`src/rtl/i2c_master_seq.sv`:
```
// Byte-level I2C master: START/WRITE/READ/STOP commands become open-drain SCL/SDA sequences.
// Latency 4*CLK_DIV_Q (START/STOP) or 36*CLK_DIV_Q (WRITE/READ) plus any stretch; cmd_ready only while IDLE.
module i2c_master_seq #(
  parameter int CLK_DIV_Q = 125
) (
  input  logic       CLK,
  input  logic       rst,
  input  logic       cmd_valid,
  output logic       cmd_ready,
  input  logic [1:0] cmd,
  input  logic [7:0] wr_data,
  input  logic       rd_ack_n,
  output logic [7:0] rd_data,
  output logic       ack_err,
  output logic       done,
  output logic       busy,
  output logic       scl_t,
  output logic       sda_t,
  input  logic       scl_i,
  input  logic       sda_i
);

  localparam int            CW   = $clog2(CLK_DIV_Q);
  localparam logic [CW-1:0] QMAX = CW'(CLK_DIV_Q - 1);

  localparam logic [1:0] CMD_START = 2'b00;
  localparam logic [1:0] CMD_WRITE = 2'b01;
  localparam logic [1:0] CMD_READ  = 2'b10;

  typedef enum logic [1:0] {S_IDLE, S_START, S_DATA, S_STOP} state_t;

  state_t        state_q, state_d;
  logic [CW-1:0] qcnt_q, qcnt_d;
  logic [1:0]    phase_q, phase_d;
  logic [3:0]    bit_cnt_q, bit_cnt_d;
  logic          is_read_q, is_read_d;
  logic          ack_bit_q, ack_bit_d;
  logic [7:0]    shreg_q, shreg_d;
  logic [7:0]    rd_data_q, rd_data_d;
  logic          ack_err_q, ack_err_d;
  logic          done_q, done_d;
  logic          scl_t_q, scl_t_d;
  logic          sda_t_q, sda_t_d;

  logic accept, stall, q_wrap, sample, slot_end;

  always_comb begin
    accept   = (state_q == S_IDLE) && cmd_valid;
    // A target holding SCL low while we release it freezes the quarter counter.
    stall    = (state_q != S_IDLE) && (phase_q == 2'd1) && scl_t_q && !scl_i;
    q_wrap   = (state_q != S_IDLE) && !stall && (qcnt_q == QMAX);
    sample   = q_wrap && (phase_q == 2'd2);
    slot_end = q_wrap && (phase_q == 2'd3);

    state_d   = state_q;
    qcnt_d    = qcnt_q;
    phase_d   = phase_q;
    bit_cnt_d = bit_cnt_q;
    is_read_d = is_read_q;
    ack_bit_d = ack_bit_q;
    shreg_d   = shreg_q;
    rd_data_d = rd_data_q;
    ack_err_d = ack_err_q;
    done_d    = 1'b0;

    if (accept) begin
      qcnt_d    = '0;
      phase_d   = 2'd0;
      bit_cnt_d = 4'd0;
      is_read_d = (cmd == CMD_READ);
      ack_bit_d = rd_ack_n;
      shreg_d   = wr_data;
      case (cmd)
        CMD_START: begin
          state_d   = S_START;
          ack_err_d = 1'b0;
        end
        CMD_WRITE, CMD_READ: state_d = S_DATA;
        default:             state_d = S_STOP;
      endcase
    end else if (state_q != S_IDLE) begin
      if (!stall) begin
        qcnt_d = q_wrap ? '0 : qcnt_q + 1'b1;
      end
      if (q_wrap) begin
        phase_d = phase_q + 2'd1;
      end
      if (sample && (state_q == S_DATA)) begin
        if (bit_cnt_q == 4'd8) begin
          if (!is_read_q) begin
            ack_err_d = sda_i;
          end
        end else if (is_read_q) begin
          shreg_d = {shreg_q[6:0], sda_i};
        end
      end
      if (slot_end) begin
        if ((state_q == S_DATA) && (bit_cnt_q != 4'd8)) begin
          bit_cnt_d = bit_cnt_q + 4'd1;
          if (!is_read_q) begin
            shreg_d = {shreg_q[6:0], 1'b0};
          end
        end else begin
          state_d = S_IDLE;
          done_d  = 1'b1;
          if ((state_q == S_DATA) && is_read_q) begin
            rd_data_d = shreg_q;
          end
        end
      end
    end

    // Line levels are derived from the upcoming phase so the pins change on the phase boundary.
    scl_t_d = scl_t_q;
    sda_t_d = sda_t_q;
    case (state_d)
      S_START: begin
        scl_t_d = (phase_d == 2'd0) ? scl_t_q : (phase_d != 2'd3);
        sda_t_d = (phase_d == 2'd0) || (phase_d == 2'd1);
      end
      S_DATA: begin
        scl_t_d = (phase_d == 2'd1) || (phase_d == 2'd2);
        if (bit_cnt_d == 4'd8) begin
          sda_t_d = is_read_d ? ack_bit_d : 1'b1;
        end else begin
          sda_t_d = is_read_d ? 1'b1 : shreg_d[7];
        end
      end
      S_STOP: begin
        scl_t_d = (phase_d != 2'd0);
        sda_t_d = phase_d[1];
      end
      default: ;
    endcase
  end

  always_ff @(posedge CLK) begin
    if (!rst) begin
      state_q   <= S_IDLE;
      qcnt_q    <= '0;
      phase_q   <= 2'd0;
      bit_cnt_q <= 4'd0;
      is_read_q <= 1'b0;
      ack_bit_q <= 1'b1;
      shreg_q   <= 8'h00;
      rd_data_q <= 8'h00;
      ack_err_q <= 1'b0;
      done_q    <= 1'b0;
      scl_t_q   <= 1'b1;
      sda_t_q   <= 1'b1;
    end else begin
      state_q   <= state_d;
      qcnt_q    <= qcnt_d;
      phase_q   <= phase_d;
      bit_cnt_q <= bit_cnt_d;
      is_read_q <= is_read_d;
      ack_bit_q <= ack_bit_d;
      shreg_q   <= shreg_d;
      rd_data_q <= rd_data_d;
      ack_err_q <= ack_err_d;
      done_q    <= done_d;
      scl_t_q   <= scl_t_d;
      sda_t_q   <= sda_t_d;
    end
  end

  assign cmd_ready = (state_q == S_IDLE);
  assign busy      = (state_q != S_IDLE);
  assign done      = done_q;
  assign rd_data   = rd_data_q;
  assign ack_err   = ack_err_q;
  assign scl_t     = scl_t_q;
  assign sda_t     = sda_t_q;

endmodule

```
`config.mk`:
```
export PLATFORM = sky130hd
export DESIGN_NAME = i2c_master_seq
export DESIGN_NICKNAME = d
export VERILOG_FILES = /design/src/rtl/i2c_master_seq.sv
export SDC_FILE = /design/constraint.sdc
export NUM_CORES = 1
export LEC_CHECK = 0
export CAP_MARGIN = 10
export CORE_MARGIN = 10
export CORE_UTILIZATION = 53
export DETAILED_ROUTE_END_ITERATION = 12
export GPL_TIMING_DRIVEN = 0
export PLACE_DENSITY = 0.76
export SYNTH_ARGS = -nofsm -noshare
export SYNTH_HDL_FRONTEND = slang
export SYNTH_SLANG_ARGS = --single-unit
```
`constraint.sdc`:
```
create_clock -name CLK -period 2.5 [get_ports CLK]
set_input_delay 0.5 -clock CLK [delete_from_list [all_inputs] [get_ports CLK]]
set_output_delay 0.5 -clock CLK [all_outputs]
set_load 0.005 [all_outputs]
```
==> run_results.csv, run 1 <==
group,metric,value,unit
route,first_pass_iters,4,
logic_synthesis,ys_seq_area_share,37.9,%
sta,worstMarginPinSlew,542,ps
clock_network,clk_latency,290,ps
floorplan,die_area,6510,sq um
logic_synthesis,synth_edf_count,0,
status,status,"finished clean",
power_and_ir_drop,peakVddDrop,0.000394,V
sta,clock_skew,7.22,ps
power_and_ir_drop,intPower,1.03,mW
route,num_vias,1693,
floorplan,initial_utilization,56.7,%
floorplan,core-area,3440,sq um
sta,final.min_clock_period,2410,ps
logic_synthesis,synth.top_cell.area_share,37.9,%
power_and_ir_drop,power.total,1.35,mW
route,ant_nets,0,
clock_network,cts_tree,"built",
clock_network,cts_sinks,37,
global_routing,grtUsageTotal,15.1,%
sta,setup_viol,0,
floorplan,rows,21,
floorplan,die_w,80.7,um
final_layout,num_antenna_cells,0,
critical_path,cp-start-kind,"input port",
power_and_ir_drop,p_clk_share,39.1,%
critical_path,cp.required,2680,ps
power_and_ir_drop,power.share.sequential,47.4,%
run,drv_cap,0,
route,drt-vias-per-instance,5.46,
power_and_ir_drop,swShare,23.9,%
logic_synthesis,yosys.area.top_type,"dfxtp_1",
final_layout,syn_to_final_growth,26.3,%
clock_network,max-clock-path-buffers,2,
clock_network,clkSlewWorstSetupHoldPaths,70,ps
placement,port_buffers,29,
final_layout,multiInputGateArea,1150,sq um
logic_synthesis,netlist_instances,224,
critical_path,crit_fanout,10,
logic_synthesis,synth_nets,253,
global_routing,grt_pass1_vias,1748,
logic_synthesis,synth_area_leaders,"dfxtp_1, ha_1, nor2_1",
floorplan,boundaryPins,30,
critical_path,worstPathArrival,2590,ps
global_routing,grt-ovfl-total,0,
route,routedWlPerCell,15.0,um
sta,relSlewSlack,63.9,%
route,drc,0,
clock_network,h-tree-depth,2,
critical_path,path_class,"input port to flip-flop",
logic_synthesis,synth-seq-cells,37,
placement,gp_congestion,0.862,
logic_synthesis,ys.warnings.count,0,
power_and_ir_drop,p_comb_share,13.5,%
final_layout,seq_area,743,sq um
sta,hold_viol_final,0,
logic_synthesis,synthesis.area,1950,sq um
sta,fmax,0.415,GHz
clock_network,cts_root_buf,"clkbuf_8",
hold_path,hold_path.class,"flip-flop to flip-flop",
power_and_ir_drop,p_leak,1.03,nW
route,drtIter0Drc,151,
final_layout,fill_cells,288,
floorplan,die_y,80.7,um
critical_path,cp-end-kind,"flip-flop",
global_routing,grt_antenna_before_repair,0,
final_layout,finalNetCount,292,
sta,drv_slew,0,
logic_synthesis,syn-mean-instance-area,8.72,sq um
global_routing,grt_pass1_wl,7.97,mm
placement,dp_hpwl,3.42,mm
power_and_ir_drop,power.switching,0.323,mW
route,wl,4.66,mm
final_layout,layout-drive-gt1-share,12.1,%
sta,timing.final.crit_share,96.4,%
global_routing,grt_max_degree,12,
logic_synthesis,synthFlopType,"dfxtp_1",
final_layout,final_common_cell,"nor2_1",
logic_synthesis,async_flop_share,0,%
logic_synthesis,synth_cell_types,48,
final_layout,final_cell_mix,"nor2_1, dfxtp_1, clkdlybuf4s50_1",
sta,tns,0,ps
power_and_ir_drop,powerDensity,547,nW/um^2
clock_network,cts_inserted_buffers,5,
[power groups by stage]
stage	Sequential, mW	Combinational, mW	Clock [mW]
final	0.639	0.182	0.528
after floorplan	0.645	0.108	0
after global routing	0.643	0.205	0.564
after global placement	0.651	0.177	0
after CTS	0.638	0.181	0.541
after detailed placement	0.652	0.180	0
[cells by family after synthesis]
logic type      share of synthesized area, %
buf+inv                                 4.42
xor+xnor                                4.48
simple gates                            26.0
compound gates                          12.2
fa+ha+maj                               8.33
mux                                     6.66
flops                                   37.9
[synth_stat cells (3+ instances only)]
cell,instances
a21oi_1,4
xnor2_1,4
o21ai_0,4
ha_1,13
nor3_1,4
nor2_1,43
nand3b_1,4
and2_1,4
o221ai_1,7
o31ai_1,3
xor2_1,6
dfxtp_1,37
buf_2,5
mux2i_1,13
nand3_1,12
inv_1,12
nand2_1,12
[worst max-delay path: stages]
cell,delay (ps)
clkdlybuf4s50_1,450
nand3b_1,140
buf_4,150
nand4b_4,110
buf_2,210
nor2_1,200
a31oi_4,80
ha_1,220
nor2_2,110
o21a_1,120
o221ai_1,110
o21bai_1,200
[layout make-up]
class	instances	share of cell area, %
plain buffers	7	1.32
clock buffers	7	3.50
clock inverters	1	1.22
inverters	13	1.98
multi-input cells	166	46.5
flip-flops and latches	37	30.1
well taps	46	2.33
repair buffers	33	13.0
[routing by layer]
layer / track usage, % / routed length [um] / vias up
li1: - / - / 856
met1: 18.8 / 2160 / 778
met2: 24.0 / 2090 / 50
met3: 5.01 / 354 / 9
met4: 5.02 / 61 / 0
met5: 0 / 0 / -
[stage by stage]
stage	instances	utilization, %	hold WS [ps]	setup slack (ps)	cell area [sq um]
3_3_place_gp	299	66.8	460	-524	2300
3_5_place_dp	299	66.8	488	-512	2300
6_report	310	71.6	477	90.0	2470
2_1_floorplan	224	-	432	144	1950
5_1_grt	310	71.6	498	-54.1	2470
4_1_cts	308	70.6	499	3.50	2430
[worst paths after layout]
| kind | end | cells after the start | slack (ps) | start |
|---|---|---|---|---|
| setup / recovery | sda_t | 12 | 90 | scl_i |
| hold / removal | qcnt_q[1] | 2 | 480 | qcnt_q[1] |
| setup reg to reg | sda_t | 13 | 110 | phase_q[1] |
| hold reg to reg | qcnt_q[1] | 2 | 480 | qcnt_q[1] |
[what timing repair did]
item	4_1_cts	5_1_grt
gates resized for setup	1	6
hold buffers	0	0
endpoints found under the setup margin	1	2
buffers inserted	2	2
pin swaps	0	2
[flip-flops by register name (all words and copies together), names as in the netlist]
name	cells
bit_cnt_q	4
state_q	2
is_read_q	1
ack_err	1
qcnt_q	7
rd_data	8
ack_bit_q	1
scl_t	1
shreg_q	8
phase_q	2
done	1
sda_t	1
No activity file was read; power rests on OpenSTA's default activity.
==> run 2, diff against run 1 <==
Settings changed: MAX_ROUTING_LAYER from default to met4.
==> run_results.csv, run 2 (same netlist as run 1, synthesis figures left out) <==
group,metric,value,unit
status,status,"finished clean",
clock_network,cts_root_buf,"clkbuf_8",
critical_path,worstRegToRegCells,13,
route,drt-vias-per-instance,5.53,
final_layout,final_common_cell,"nor2_1",
final_layout,finalNetCount,292,
hold_path,hold_path.class,"flip-flop to flip-flop",
critical_path,cp-start-kind,"input port",
power_and_ir_drop,peakVddDrop,0.000392,V
critical_path,path_depth,12,
floorplan,rows,21,
power_and_ir_drop,p_clk_share,39.2,%
placement,port_buffers,29,
placement,dpl.cell_count,299,
final_layout,final_cell_mix,"nor2_1, dfxtp_1, clkdlybuf4s50_1",
clock_network,cts_tree,"built",
final_layout,syn_to_final_growth,26.3,%
route,num_vias,1715,
sta,relSlewSlack,64.9,%
floorplan,boundaryPins,30,
final_layout,utilization,71.6,%
route,drc,0,
sta,fmax,0.415,GHz
global_routing,grt-ovfl-total,0,
floorplan,initial_utilization,56.7,%
critical_path,path_class,"input port to flip-flop",
power_and_ir_drop,p_leak,1.03,nW
floorplan,die_y,80.7,um
sta,hold_ws,482,ps
route,drtIter0Drc,163,
sta,final.min_clock_period,2410,ps
final_layout,num_antenna_cells,0,
global_routing,grt_pass1_vias,1750,
global_routing,grt_antenna_before_repair,0,
floorplan,core-area,3440,sq um
route,wl,4.67,mm
sta,hold_viol_final,0,
hold_path,min_path_cells,2,
floorplan,die_w,80.7,um
global_routing,grt_max_degree,12,
route,routedWlPerCell,15.1,um
critical_path,crit_chain,"clkdlybuf4s50_1, nand3b_1, buf_4, nand4b_4, buf_2, nor2_1, a31oi_4, ha_1, nor2_2, o21a_1, o221ai_1, o21bai_1",
clock_network,cts_inserted_buffers,5,
clock_network,clkSlewWorstSetupHoldPaths,70,ps
critical_path,crit_fanout,10,
route,first_pass_iters,4,
route,ant_nets,0,
final_layout,stdcell_count,310,
global_routing,grt_pass1_wl,7.96,mm
power_and_ir_drop,intPower,1.03,mW
floorplan,die_area,6510,sq um
sta,worstMarginPinSlew,527,ps
clock_network,max-clock-path-buffers,2,
sta,tns,0,ps
critical_path,cp.required,2680,ps
critical_path,path_buf_inv,3,
power_and_ir_drop,swShare,24.0,%
critical_path,worstPathArrival,2590,ps
critical_path,crit_slowest_cell,"clkdlybuf4s50_1",
power_and_ir_drop,power.share.sequential,47.3,%
sta,setup_viol,0,
critical_path,crit_family,"buffers and inverters",
clock_network,cts_sinks,37,
critical_path,cp-end-kind,"flip-flop",
sta,clock_skew,6.61,ps
placement,dp_hpwl,3.42,mm
final_layout,layout-drive-gt1-share,12.1,%
power_and_ir_drop,power.total,1.35,mW
critical_path,slowest_delay,450,ps
run,drv_cap,0,
sta,timing.final.crit_share,96.3,%
power_and_ir_drop,powerDensity,548,nW/um^2
global_routing,grtUsageTotal,15.6,%
power_and_ir_drop,p_comb_share,13.5,%
placement,gp_congestion,0.875,
power_and_ir_drop,power.switching,0.324,mW
sta,drv_slew,0,
clock_network,clk_latency,290,ps
clock_network,h-tree-depth,2,
run 2: final cells by class:
class	count	area, sq um
multi-input combinational	166	1150
fill	288	976
sequential	37	743
timing repair buffer	33	320
clock buffer	7	86.3
tap	46	57.6
inverter	13	48.8
buffer	7	32.5
clock inverter	1	30.0
run 2: stage by stage:
| step | instance area, sq um | setup slack [ps] |
|---|---|---|
| after global routing | 2470 | -56.5 |
| after CTS | 2430 | 3.50 |
| after detailed placement | 2300 | -512 |
| final | 2470 | 91.7 |
| after floorplan | 1950 | 144 |
| after global placement | 2300 | -524 |
run 2: tightest hold or removal path, stage by stage (launching register included):
cell and delay [ps]:
dfxtp_2 340, nand2_1 50, a21oi_1 50
run 2: path summary, 6_finish.rpt:
kind	from	end	slack [ps]
min reg2reg	qcnt_q[1]	qcnt_q[1]	480
min	qcnt_q[1]	qcnt_q[1]	480
max reg2reg	phase_q[1]	sda_t	110
max	scl_i	sda_t	90
run 2: per-layer routing:
layer	vias to the layer above	routed length [um]	GRT usage, %
met5	-	0	-
met4	0	46	5.02
met3	7	267	3.90
met2	46	2070	24.0
met1	802	2290	19.3
li1	860	-	-
run 2: power by group through the flow:
stage	Combinational (mW)	Sequential, mW	Clock, mW
6_report	0.182	0.639	0.530
2_1_floorplan	0.108	0.645	0
5_1_grt	0.204	0.643	0.564
3_3_place_gp	0.177	0.651	0
3_5_place_dp	0.180	0.652	0
4_1_cts	0.181	0.638	0.541
run 2: repair_timing:
item / 4_1_cts / 5_1_grt
gates resized for setup: 1 / 6
pin swaps: 0 / 2
endpoints found under the setup margin: 1 / 2
buffers inserted: 2 / 2
hold endpoints to repair: 0 / 0
gates cloned: 0 / 0
hold buffers: 0 / 0
==> run 3, diff against run 2 <==
Settings changed: ABC_CLOCK_PERIOD_IN_PS from default to 2500, HOLD_SLACK_MARGIN from default to 0.05.
==> results of run 3 <==
No change in the layout: final DEF, timing and power equal those of run 2.
